[src/rtl/pc_updater.sv]
// Program counter and next-PC logic for the fetch stage: sequential +PC_INC or conditional
// PC-relative branch. Define PC_UPDATER_ALIGN_EN to force bit 0 of the next PC to zero.
`timescale 1ns/1ps
module pc_updater #(
  parameter int unsigned     WIDTH      = 16,
  parameter logic [WIDTH-1:0] RESET_ADDR = '0,
  parameter int unsigned     PC_INC     = 2
) (
  input  logic             clk,
  input  logic             rst,
  input  logic [WIDTH-1:0] InAddr,
  input  logic             branch,
  input  logic [2:0]       cond,
  input  logic             Z,
  input  logic             N,
  input  logic             V,
  output logic [WIDTH-1:0] OutAddr
);

  logic [WIDTH-1:0] r_pc;
  logic [WIDTH-1:0] w_seq;
  logic [WIDTH-1:0] w_tgt;
  logic [WIDTH-1:0] w_next_raw;
  logic [WIDTH-1:0] w_next;
  logic             w_cond_true;
  logic             w_taken;

  always_comb begin
    w_cond_true = 1'b0;
    case (cond)
      3'b000:  w_cond_true = ~Z;
      3'b001:  w_cond_true = Z;
      3'b010:  w_cond_true = ~Z & ~N;
      3'b011:  w_cond_true = N;
      3'b100:  w_cond_true = Z | ~N;
      3'b101:  w_cond_true = N | Z;
      3'b110:  w_cond_true = V;
      3'b111:  w_cond_true = 1'b1;
      default: w_cond_true = 1'b0;
    endcase
  end

  // branch gates the decode so unknown flags cannot leak into the PC when not branching
  assign w_taken    = branch & w_cond_true;
  assign w_seq      = r_pc + WIDTH'(PC_INC);
  assign w_tgt      = w_seq + InAddr;
  assign w_next_raw = w_taken ? w_tgt : w_seq;

`ifdef PC_UPDATER_ALIGN_EN
  assign w_next = {w_next_raw[WIDTH-1:1], 1'b0};
`else
  assign w_next = w_next_raw;
`endif

  always_ff @(posedge clk) begin
    if (rst) begin
      r_pc <= RESET_ADDR;
    end else begin
      r_pc <= w_next;
    end
  end

  assign OutAddr = r_pc;

endmodule

[config.mk]
export PLATFORM = sky130hd
export DESIGN_NAME = pc_updater
export DESIGN_NICKNAME = d
export VERILOG_FILES = /design/src/rtl/pc_updater.sv
export SDC_FILE = /design/constraint.sdc
export NUM_CORES = 1
export LEC_CHECK = 0
export BUFFER_PORTS_ARGS = -buffer_cell sky130_fd_sc_hd__buf_4
export CORE_MARGIN = 2
export CORE_UTILIZATION = 48
export CTS_CLUSTER_DIAMETER = 200
export DETAILED_ROUTE_END_ITERATION = 7
export GPL_TIMING_DRIVEN = 0
export PLACE_DENSITY = 0.87
export SKIP_CTS_REPAIR_TIMING = 1
export SLEW_MARGIN = 20
export SYNTH_ARGS = -nofsm -noshare
export SYNTH_HDL_FRONTEND = slang
export SYNTH_SLANG_ARGS = --single-unit
[constraint.sdc]
create_clock -name clk -period 2.5 [get_ports clk]
set_input_delay 0.5 -clock clk [delete_from_list [all_inputs] [get_ports clk]]
set_output_delay 0.5 -clock clk [all_outputs]
set_load 0.1 [all_outputs]
=== Word level (Yosys, flattened, before mapping) ===
Cells that the tools add are included.

* Equality and inequality tests: 7
* Bitwise operators: 6
* Multipliers: 0
* $add $sub $neg: 2
* Reduce and logical (&&, ||, !) cells: 1
* Multiplexer cells: 2
* Div/mod/pow operators: 0
* Magnitude comparators: 0
* Shifts and indexed selects: 0

{| class="wikitable"
|+ Operator list
! operator !! number
|-
| $add 16x16->16 || 1
|-
| $add 16x2->16 const B || 1
|-
| $mux 16 || 1
|-
| $eq 3x3->1 const B || 4
|-
| $pmux 1 s8 || 1
|-
| $eq 3x2->1 const B || 2
|-
| $eq 3x1->1 const B || 1
|-
| $logic_not 3->1 || 1
|-
| $and 1x1->1 || 2
|-
| $not 1->1 || 2
|-
| $or 1x1->1 || 2
|}

* Flip-flop bits (word level): 16
* Memories: 0
* ROM bits: 0
* RAM bits: 0
* Logic and storage cells: 19
* Latch bits: 0
* Input bits: 25

=== Depth between registers and ports, before layout ===
* Word-level depth: 5
* Mapped depth: 13

=== Worst setup path after synthesis ===
No wires, ideal clock.

* Kind: flip-flop to flip-flop
* From: register r_pc[4], in the netlist OutAddr[4]
* To: register r_pc[13], in the netlist OutAddr[13]
* Buffers on the path: 0
* Period minus slack after synthesis: 3.557 ns
* Library setup time: 0.117 ns
* Data required time: 2.383 ns
* Slack: -1.057 ns
* Stages on the path, launching flop included: 13
* Data arrival time: 3.439 ns
* Cells stage by stage: dfxtp_1 and4_1 and3_1 and3_1 nand2_1 xnor2_1 ha_1 nand2_1 nor2_1 a211oi_1 a21oi_1 or3_1 a32o_1

* Cells in the longest elaborated chain, start to end: 3

{| class="wikitable"
|+ Ends and longest elaborated chain
! element !! RTL line !! RTL
|-
| from (decl) || 20 || <nowiki>logic [WIDTH-1:0] r_pc;</nowiki>
|-
| from (signal assigned) || 59 || <nowiki>r_pc <= w_next;</nowiki>
|-
| $add 16x2->16 * || 45 || <nowiki>assign w_seq = r_pc + WIDTH'(PC_INC);</nowiki>
|-
| $add 16x16->16 || 46 || <nowiki>assign w_tgt = w_seq + InAddr;</nowiki>
|-
| $mux 16 * || 47 || <nowiki>assign w_next_raw = w_taken ? w_tgt : w_seq;</nowiki>
|}

Mark *: on every way between the ends. The rest lies on a longest branch, timed or not.
A chain may end at the register's enable or synchronous reset.

=== Worst setup path after layout ===
Same ends and word-level chain as after synthesis.

==> results.cfg <==
[sta]
period_share_pct = 112
slew_viol_final = 0
tightest_slew_ps = 439
rsz0062_at_grt = true
maxSlewHeadroom_pct = 70.6
fin_hold_ws_ps = 523
fin_worst_skew_ps = 7.70
setup_violations = 6
fmax_mhz = 357
tns_ps = -1110
timing.final.ws_setup_ps = -304
period_needed_ps = 2800
hold_viol_final = 0

[logic_synthesis]
synth_xor_area_share_pct = 11.6
mappedNetlistArea_sq_um = 1590
syn-num-nets = 245
synthArstFlopShare_pct = 0
ys.flop_type = dfxtp_1
synth_compound_area_share_pct = 22.7
ys_seq_area_share_pct = 20.2
synthCells = 199
ys_types = 45
synthSimpleGateAreaFrac_pct = 22.6
synth_top_area_share_pct = 20.2
synth.top_cells.by_area = dfxtp_1 20%, ha_1 16%, xnor2_1 9.9%, a21oi_1 6.3%, nor2_1 5.4%
yosysTopAreaCell = dfxtp_1
ys_warn_count = 0
synth-edff-count = 0
synth_adder_area_share_pct = 17.0
synth_top_family_by_area = compound AO/OA/AOI/OAI gates
synth.mux.area_fraction_pct = 3.15
syn_area_per_cell_sq_um = 7.98
synth_seq_cells = 16

[clocking]
cts-buffers-inserted = 3
clock_sinks = 16
clock_latency_ps = 290
clockBufferDepth = 2
path_clk_slew_ps = 90
clockRootBuffer = clkbuf_4
cts-htree-levels = 1
tritoncts = yes

[critical_path]
crit_family = simple AND/OR/NAND/NOR gates
endpoint_kind = flop
critPathMaxFanout = 5
worst-r2r-cell-count = 12
reg2reg_from = OutAddr[4]
start_kind = flop
crit_arrival_ps = 2980
r2r_end = OutAddr[13]
path_buf_inv = 0
required_ps = 2680
path_cells = and4_4, and3_4, and3_4, nand2_4, xnor2_4, ha_4, nand2_4, nor2_4, a211oi_4, a21oi_2, or3_1, a32o_1
crit_slowest_cell = dfxtp_4
slowest_delay_ps = 380
path_class = flop to flop
rrSetupSlack_ps = -300

[placement]
portBuffers = 40
hpwl_microns = 2990
placed_cell_area_sq_um = 1990
gp_congestion = 0.857

[layout]
num-nets-final = 300
largest_reg_flops = 16
n_antenna_cell = 0
layout.area.seq_sq_um = 348
area_growth_pct = 46.0
multiInputGateArea_sq_um = 1470
final_cell_area_sq_um = 2320
nFillCells = 246
drive_gt1_share_pct = 39.9

[pwr]
seqPwrFrac_pct = 25.4
power_switching_uw = 693
power_frac_comb_pct = 64.5
ir_drop_mv = 0.271
switching_share_pct = 50.4
p_int_uw = 683
p_leak_uw = 0.00107
power.share.clock_pct = 10.1
power.density_nw_per_um2 = 594

[worst_hold_path]
hold_path_startpoint = OutAddr[0]
whs_endpoint = OutAddr[0]
hp-class = flop to flop
whs_path_depth = 2

[global_route]
first_global_vias = 1330
grt_max_degree = 11
antenna_found_initial = 0
grt.total_usage_pct = 20.7
grt_overflow = 0
grt_pass1_wl_microns = 5780

[routing]
routed_wl_microns = 4490
drc = 0
wl_per_cell_microns = 15.1
via_per_inst = 5.65
num_vias = 1677
first_iter_violations = 98
antenna_left = 0
drt_first_pass_iters = 5

[outcome]
violations = setup timing
status = complete, but fails checks

[floorplanning]
die_area_sq_um = 3780
fp.dieW_microns = 61.5
coreArea_sq_um = 3100
start_util_pct = 51.2
die_y_microns = 61.5
rows = 20
boundaryPins = 41

[flow_run]
maxCapViolCount = 0
-- cell families (layout without fill, tap and decap cells) --
kind of cell,Yosys count,in the layout
simple gates,72,72
fa+ha+maj,21,21
flops,16,16
xor+xnor,21,21
buf+inv,9,63
mux,5,5
compound gates,55,55
-- cells in the mapped netlist, types with 3 or more instances --
library cell	count
nor2_1	23
a21oi_1	20
ha_1	20
xnor2_1	18
dfxtp_1	16
nand2_1	13
nand3_1	8
o21ai_0	8
nor3_1	7
a21o_1	6
a211oi_1	5
mux2i_1	5
inv_1	4
and3_1	3
nand2b_1	3
nand4_1	3
xor2_1	3
-- power groups by stage --
| stage | combinational (uW) | clock [uW] | sequential, uW |
|---|---|---|---|
| after floorplan | 345 | 0 | 580 |
| after global placement | 732 | 0 | 344 |
| after detailed placement | 743 | 0 | 346 |
| after CTS | 746 | 141 | 340 |
| after global routing | 938 | 146 | 355 |
| final | 888 | 139 | 349 |
-- worst reg2reg max path: cells and delay by family, from the launching register on --
kind / cells / cell delay (ps)
adders and majority gates: 1 / 270
xor gates and xnor gates: 1 / 210
and+or+nand+nor: 7 / 1190
DFF: 1 / 380
AOI/OAI and AO/OA: 3 / 640
-- layout make-up --
class / count / area share [%]
Clock buffer: 4 / 1.13
Sequential cell: 16 / 15.0
Multi-Input combinational cell: 174 / 63.2
Inverter: 4 / 0.648
Timing Repair Buffer: 50 / 16.4
Tap cell: 44 / 2.37
Buffer: 5 / 1.24
-- cell usage in the layout (no fill, tap or decap), types with 2 or more instances in the layout --
cell / netlist / final
buf_2: 2 / 2
buf_6: 1 / 2
a21oi_2: 0 / 6
a211oi_1: 5 / 3
a21o_1: 6 / 6
nand2_4: 0 / 2
clkbuf_4: 0 / 3
nand2_1: 13 / 10
o21ai_1: 1 / 4
and3_4: 0 / 2
clkbuf_1: 2 / 3
xor2_1: 3 / 3
a21oi_1: 20 / 14
xnor2_1: 18 / 11
dfxtp_2: 0 / 4
o211ai_1: 2 / 2
nor2_1: 23 / 21
nand3_1: 8 / 8
inv_1: 4 / 4
o21bai_1: 2 / 2
xnor2_4: 0 / 2
dfxtp_4: 0 / 6
nand2b_1: 3 / 3
buf_4: 0 / 49
nor3_1: 7 / 6
o21ai_0: 8 / 3
dfxtp_1: 16 / 6
ha_1: 20 / 14
xnor2_2: 0 / 5
ha_4: 0 / 6
mux2i_1: 5 / 5
nand4_1: 3 / 3
o21ai_2: 0 / 2
or3_1: 2 / 2
-- stage by stage --
stage	power (uW)	instances	util (%)	worst slack [ps]
2_1_floorplan	925	199	-	-398
3_3_place_gp	1080	283	64.1	-380
3_5_place_dp	1090	283	64.1	-400
4_1_cts	1230	287	64.9	-438
5_1_grt	1440	297	74.7	-383
6_report	1380	297	74.7	-304
-- layer usage --
metal	vias up	wire [microns]	GRT usage, %	part of all wire (%)
met3	13	223	1.26	5.0
met1	757	2030	29.7	45
met5	-	0	0	0
met2	66	2120	31.7	47
met4	0	116	9.12	2.6
li1	841	-	-	-
-- worst max-delay path by stage --
| stage | from | end | slack [ps] | cells past startpoint |
|---|---|---|---|---|
| after floorplan | OutAddr[3] | OutAddr[13] | -400 | 12 |
| after global placement | OutAddr[3] | OutAddr[14] | -380 | 11 |
| after detailed placement | OutAddr[3] | OutAddr[14] | -400 | 11 |
| after CTS | OutAddr[3] | OutAddr[14] | -440 | 11 |
| after global routing | OutAddr[5] | OutAddr[13] | -380 | 12 |
| final | OutAddr[4] | OutAddr[13] | -300 | 12 |
Note: power is estimated with default switching activity, not from simulation.
